**src/rtl/alu_divider_pkg.sv**
```systemverilog
// Shared types and sizing for the iterative restoring divider.
// ALU_DIVIDER_FPDIV_EN enables signed 16.16 fixed-point divide (op 100).
package alu_divider_pkg;

  localparam int unsigned DIV_WIDTH = 32;
  localparam int unsigned N_INT     = 32;

`ifdef ALU_DIVIDER_FPDIV_EN
  localparam int unsigned DIV_FRAC  = 16;
  localparam int unsigned N_FP      = 48;
  localparam int unsigned DVD_W     = DIV_WIDTH + DIV_FRAC;
  localparam int unsigned CNT_W     = 6;
`else
  localparam int unsigned DVD_W     = DIV_WIDTH;
  localparam int unsigned CNT_W     = 5;
`endif

  typedef enum logic [2:0] {
    DIV_OP_DIVS   = 3'b000,
    DIV_OP_DIVU   = 3'b001,
    DIV_OP_MODS   = 3'b010,
    DIV_OP_MODU   = 3'b011,
    DIV_OP_FPDIVS = 3'b100
  } div_op_e;

  typedef enum logic [1:0] {
    ST_IDLE,
    ST_CALC,
    ST_FIX,
    ST_DONE
  } div_state_e;

  // Ops whose operands are two's complement and need magnitude/sign handling.
  function automatic logic is_signed_op(input div_op_e op);
    logic s;
    s = 1'b0;
    case (op)
      DIV_OP_DIVS, DIV_OP_MODS: s = 1'b1;
`ifdef ALU_DIVIDER_FPDIV_EN
      DIV_OP_FPDIVS:            s = 1'b1;
`endif
      default:                  s = 1'b0;
    endcase
    return s;
  endfunction

endpackage

```
**src/rtl/alu_divider_div_step.sv**
```systemverilog
// One combinational radix-2 restoring division step.
module alu_divider_div_step #(
  parameter int unsigned W = 32
) (
  input  logic [W:0]   i_rem,
  input  logic         i_msb,
  input  logic [W-1:0] i_divisor,
  output logic [W:0]   o_rem,
  output logic         o_qbit
);

  logic [W+1:0] w_shift;
  logic [W+1:0] w_div_ext;

  // Full-width shift keeps the compare exact even when the remainder top bit is set.
  always_comb begin
    w_shift   = {i_rem, i_msb};
    w_div_ext = {2'b00, i_divisor};
    o_qbit    = (w_shift >= w_div_ext);
    o_rem     = o_qbit ? (W+1)'(w_shift - w_div_ext) : (W+1)'(w_shift);
  end

endmodule

```
**src/rtl/alu_divider.sv**
```systemverilog
// Multi-cycle signed/unsigned divide and modulo beside the CPU ALU.
// Define ALU_DIVIDER_FPDIV_EN to add 16.16 signed fixed-point divide (op 100).
module alu_divider
  import alu_divider_pkg::*;
(
  input  logic                 clk,
  input  logic                 reset_n,
  input  logic                 start,
  input  logic [2:0]           op,
  input  logic [DIV_WIDTH-1:0] a,
  input  logic [DIV_WIDTH-1:0] b,
  output logic                 busy,
  output logic                 done,
  output logic [DIV_WIDTH-1:0] y
);

  div_state_e           r_state;
  div_op_e              r_op;
  logic                 r_sign_a;
  logic                 r_sign_b;
  logic                 r_bzero;
  logic [DIV_WIDTH-1:0] r_divisor;
  logic [DIV_WIDTH:0]   r_rem;
  logic [DVD_W-1:0]     r_dvd;
  logic [CNT_W-1:0]     r_cnt;
  logic                 r_busy;
  logic                 r_done;
  logic [DIV_WIDTH-1:0] r_y;

  div_op_e              w_op;
  logic                 w_sign_a;
  logic                 w_sign_b;
  logic [DIV_WIDTH-1:0] w_mag_a;
  logic [DIV_WIDTH-1:0] w_mag_b;
  logic [CNT_W-1:0]     w_last_cnt;
  logic [DIV_WIDTH:0]   w_rem_next;
  logic                 w_qbit;
  logic [DIV_WIDTH-1:0] w_q_mag;
  logic [DIV_WIDTH-1:0] w_r_mag;
  logic [DIV_WIDTH-1:0] w_quot;
  logic [DIV_WIDTH-1:0] w_remd;
  logic [DIV_WIDTH-1:0] w_result;

  assign busy = r_busy;
  assign done = r_done;
  assign y    = r_y;

  // Operand conditioning at request time.
  always_comb begin
    w_op     = div_op_e'(op);
    w_sign_a = is_signed_op(w_op) & a[DIV_WIDTH-1];
    w_sign_b = is_signed_op(w_op) & b[DIV_WIDTH-1];
    w_mag_a  = w_sign_a ? -a : a;
    w_mag_b  = w_sign_b ? -b : b;
  end

  always_comb begin
    w_last_cnt = CNT_W'(N_INT - 1);
`ifdef ALU_DIVIDER_FPDIV_EN
    if (r_op == DIV_OP_FPDIVS) w_last_cnt = CNT_W'(N_FP - 1);
`endif
  end

  alu_divider_div_step #(.W(DIV_WIDTH)) u_step (
    .i_rem     (r_rem),
    .i_msb     (r_dvd[DVD_W-1]),
    .i_divisor (r_divisor),
    .o_rem     (w_rem_next),
    .o_qbit    (w_qbit)
  );

  // Sign fix-up, divide-by-zero results and op select.
  always_comb begin
    w_q_mag  = r_dvd[DIV_WIDTH-1:0];
    w_r_mag  = r_rem[DIV_WIDTH-1:0];
    w_quot   = (r_sign_a ^ r_sign_b) ? -w_q_mag : w_q_mag;
    w_remd   = r_sign_a ? -w_r_mag : w_r_mag;
    w_result = '0;
    case (r_op)
      DIV_OP_DIVS, DIV_OP_DIVU: w_result = r_bzero ? '1 : w_quot;
      DIV_OP_MODS, DIV_OP_MODU: w_result = w_remd;
`ifdef ALU_DIVIDER_FPDIV_EN
      DIV_OP_FPDIVS: begin
        if (r_bzero)
          w_result = r_sign_a ? {1'b1, {(DIV_WIDTH-1){1'b0}}} : {1'b0, {(DIV_WIDTH-1){1'b1}}};
        else
          w_result = w_quot;
      end
`endif
      default: w_result = '0;
    endcase
  end

  // Control FSM; integer operands sit at the top of the dividend register so
  // the quotient always ends up in the low DIV_WIDTH bits.
  always_ff @(posedge clk or negedge reset_n) begin
    if (!reset_n) begin
      r_state   <= ST_IDLE;
      r_op      <= DIV_OP_DIVS;
      r_sign_a  <= 1'b0;
      r_sign_b  <= 1'b0;
      r_bzero   <= 1'b0;
      r_divisor <= '0;
      r_rem     <= '0;
      r_dvd     <= '0;
      r_cnt     <= '0;
      r_busy    <= 1'b0;
      r_done    <= 1'b0;
      r_y       <= '0;
    end else begin
      case (r_state)
        ST_IDLE: begin
          if (start) begin
            r_op      <= w_op;
            r_sign_a  <= w_sign_a;
            r_sign_b  <= w_sign_b;
            r_bzero   <= (b == '0);
            r_divisor <= w_mag_b;
            r_rem     <= '0;
            r_dvd     <= DVD_W'(w_mag_a) << (DVD_W - DIV_WIDTH);
            r_cnt     <= '0;
            r_busy    <= 1'b1;
            r_state   <= ST_CALC;
          end
        end
        ST_CALC: begin
          r_rem <= w_rem_next;
          r_dvd <= {r_dvd[DVD_W-2:0], w_qbit};
          r_cnt <= r_cnt + CNT_W'(1);
          if (r_cnt == w_last_cnt) r_state <= ST_FIX;
        end
        ST_FIX: begin
          r_y     <= w_result;
          r_busy  <= 1'b0;
          r_done  <= 1'b1;
          r_state <= ST_DONE;
        end
        ST_DONE: begin
          r_done  <= 1'b0;
          r_state <= ST_IDLE;
        end
        default: r_state <= ST_IDLE;
      endcase
    end
  end

endmodule

```
**config.mk**
```make
export PLATFORM = sky130hd
export DESIGN_NAME = alu_divider
export DESIGN_NICKNAME = d
export VERILOG_FILES = /design/src/rtl/alu_divider_pkg.sv /design/src/rtl/alu_divider_div_step.sv /design/src/rtl/alu_divider.sv
export SDC_FILE = /design/constraint.sdc
export NUM_CORES = 1
export LEC_CHECK = 0
export ABC_AREA = 1
export CORE_UTILIZATION = 40
export DETAILED_ROUTE_END_ITERATION = 8
export PLACE_DENSITY_LB_ADDON = 0.08
export SLEW_MARGIN = 10
export SYNTH_ARGS = -nofsm -noshare
export SYNTH_HDL_FRONTEND = slang
export SYNTH_SLANG_ARGS = --single-unit
```
**constraint.sdc**
```tcl
create_clock -name clk -period 2.75 [get_ports clk]
set_input_delay 0.275 -clock clk [delete_from_list [all_inputs] [get_ports clk]]
set_output_delay 0.275 -clock clk [all_outputs]
set_load 0.01 [all_outputs]
```
==> flow_summary.toml <==
[yosys]
ys_seq_area_share_pct = 28.07
post-synth-top-count-cell = "nand2_1"
synth_seq_cells = 143
synth_top_area_share_pct = 28.07
synth_edf_count = 0
synth_warnings = 0
synth.largest_area_cell = "dfrtp_1"
synth_common_cells = "nand2_1 (682), inv_1 (287), nand3_1 (254), nor2_1 (221), o21ai_0 (147)"
synthTopCellsByArea = "dfrtp_1 (28%), nand2_1 (20%), nand3_1 (10%), inv_1 (8.5%), nor2_1 (6.5%)"
syn_nets = 2246
synthArstFlopShare_pct = 100.0
synth_cell_type_count = 44
synth_area_um2 = 12750
syn-mean-instance-area_um2 = 5.977
ys.flop_type = "dfrtp_1"
synth_cells = 2133

[route]
drt-total-wl_um = 45490
drc = 0
wl_per_cell_um = 17.22
avgViaCountPerCell = 5.315
drt_iter0_markers = 1259
firstDrtPassIters = 6
vias = 14040
ant_nets = 0

[placed_design]
place.gp.congestion = 0.9589
dp_hpwl_um = 36420
dp_worst_setup_slack_ps = 98.45
portBuffers = 103

[floorplan]
core.rowCount = 65
start_util_pct = 40.50
coreArea_um2 = 31470
ios = 104
chipWidth_um = 180.5
die_h_um = 180.5
die-area_um2 = 32590

[cells_and_area]
layout-drive-gt1-share_pct = 4.866
diodes = 0
syn_to_final_growth_pct = 16.92
finish.utilization_pct = 47.36
fin_nets = 2340

[global_route]
antenna_found_initial = 0
grt_start_max_net_pins = 65
grt_pass1_vias = 13170
grt_pass1_wl_um = 72460
grt_usage_pct = 28.40
overflow = 0

[clock_network]
clock_sinks = 143
post_cts_buffers = 0
root_buffer = "clkbuf_16"
clk_path_buf_depth = 2
cts_tree = "built"
h-tree-depth = 4
clock_latency_ps = 440
numCtsBuffers = 17
path_clk_slew_ps = 70

[timing]
hold_viol = 0
relSlewSlack_pct = 53.34
fin_worst_skew_ps = 18.65
worst_slack_ps = 223.6
whs_ps = 403.2
max_freq_ghz = 0.3958
rsz0062_at_grt = "no"
period_minus_slack_ps = 2526
post-route-period-util_pct = 91.87
slew_violations = 0
tns_ps = 0
tightest_slew_ps = 699.9
setup_violations = 0

[critical_path]
cp_max_fo = 32
reg2reg_to = "r_rem[31]"
cp-end-kind = "register"
arrival_ps = 2850
start_kind = "register"
r2r-start = "r_divisor[29]"
rrSetupSlack_ps = 220
critPathKind = "reg -> reg"
worstPathRequired_ps = 3070
reg2reg_depth = 13

[power]
leakagePower_nw = 7.573
powerDensity_nw_per_um2 = 1401
ir_drop_mv = 0.8997

[job]
cap_violations = 0

[outcome]
status = "finished, final reports clean"

[hold_path]
hold_class = "in -> async"
## cell type report
cell class	instances	area, um^2
fillers	3343	16570
multi-input cells	1633	7802
flip-flops and latches	143	3578
repair buffers	142	1353
inverters	290	1089
well taps	402	503.0
clock buffers	19	452.9
clock inverters	13	127.6
## metrics by stage
stage | std cells | instance area (um^2) | power [mW]
finish | 2642 | 14910 | 20.88
global placement | 2609 | 14300 | 18.17
detailed placement | 2609 | 14300 | 18.22
global route | 2642 | 14910 | 22.91
floorplan | 2133 | 12750 | 13.83
CTS | 2642 | 14890 | 20.68
## registers in the layout, indices dropped and copies added, names as in the netlist
| name | cells |
|---|---|
| busy | 1 |
| r_state | 2 |
| r_bzero | 1 |
| r_op | 2 |
| r_sign_a | 1 |
| y | 32 |
| r_sign_b | 1 |
| done | 1 |
| r_divisor | 32 |
| r_cnt | 5 |
| r_dvd | 32 |
| r_rem | 33 |
## where the power goes
group / total [mW] / internal (mW) / switching (mW) / leakage (nW)
clock network: 2.37 / 1.31 / 1.06 / 0.277
logic: 14.5 / 4.80 / 9.66 / 5.50
registers: 4.05 / 3.10 / 0.950 / 1.79
total: 20.9 / 9.21 / 11.7 / 7.57
## worst max path at each step
| stage | from | end | slack (ps) | cells past startpoint |
|---|---|---|---|---|
| finish | r_divisor[29] | r_rem[31] | 220 | 13 |
| global route | r_dvd[31] | r_rem[30] | 50 | 16 |
| CTS | r_dvd[31] | r_rem[28] | 60 | 16 |
| detailed placement | r_dvd[31] | r_rem[28] | 100 | 16 |
| global placement | r_dvd[31] | r_rem[28] | 140 | 16 |
| floorplan | r_dvd[31] | r_rem[12] | 700 | 13 |
## metal layers
layer | GRT usage [%] | wire, um | part of all wire [%] | vias up
li1 | - | - | - | 7047
met1 | 41.50 | 22470 | 49 | 6505
met2 | 44.19 | 19800 | 44 | 441
met3 | 3.234 | 2342 | 5.1 | 50
met4 | 7.419 | 878 | 1.9 | 0
met5 | 0 | 0 | 0 | -
## cell usage in the layout (no fill, tap or decap), types with 3 or more instances in the layout
| master | n |
|---|---|
| o22ai_1 | 4 |
| o211ai_1 | 15 |
| clkinv_4 | 3 |
| or2_2 | 5 |
| o21ai_0 | 146 |
| nand3_1 | 253 |
| o31ai_1 | 4 |
| a21o_1 | 3 |
| xor2_1 | 29 |
| a31oi_1 | 11 |
| buf_4 | 36 |
| inv_2 | 3 |
| o21ai_1 | 16 |
| clkdlybuf4s50_1 | 102 |
| dfrtp_1 | 143 |
| inv_1 | 286 |
| nand4_1 | 38 |
| nand2_1 | 681 |
| o21bai_1 | 5 |
| nor3_1 | 19 |
| xnor2_1 | 17 |
| nor2_2 | 12 |
| nor2_1 | 218 |
| inv_6 | 5 |
| ha_1 | 42 |
| clkinvlp_4 | 3 |
| a21oi_1 | 85 |
| clkbuf_16 | 17 |
| nor4_1 | 4 |
| nand2_2 | 9 |
## cell families (layout without fill, tap and decap cells)
kind of cell	Yosys count	count (layout)	synth area share [%]
compound gates	299	299	12.73
flops	143	143	28.07
buf+inv	357	464	10.96
simple gates	1245	1245	40.80
fa+ha+maj	43	43	4.279
xor+xnor	46	46	3.160
## what timing repair did
item	in CTS	in global routing
endpoints found under the setup margin	0	24
hold buffers	1	0
endpoints found under the hold margin	61	0
resized for setup	0	5
## worst max-delay path, stage by stage, from the launching register on
cell and delay (ps):
dfrtp_1 390, inv_1 180, ha_1 320, a21oi_1 240
nand2_1 100, a21oi_2 150, nand2_2 80, a21oi_4 190
buf_4 380, nand3_1 130, nand2_1 70, inv_1 40
nand2_1 50, nand2_1 50
No activity file was read; power rests on OpenSTA's default activity.
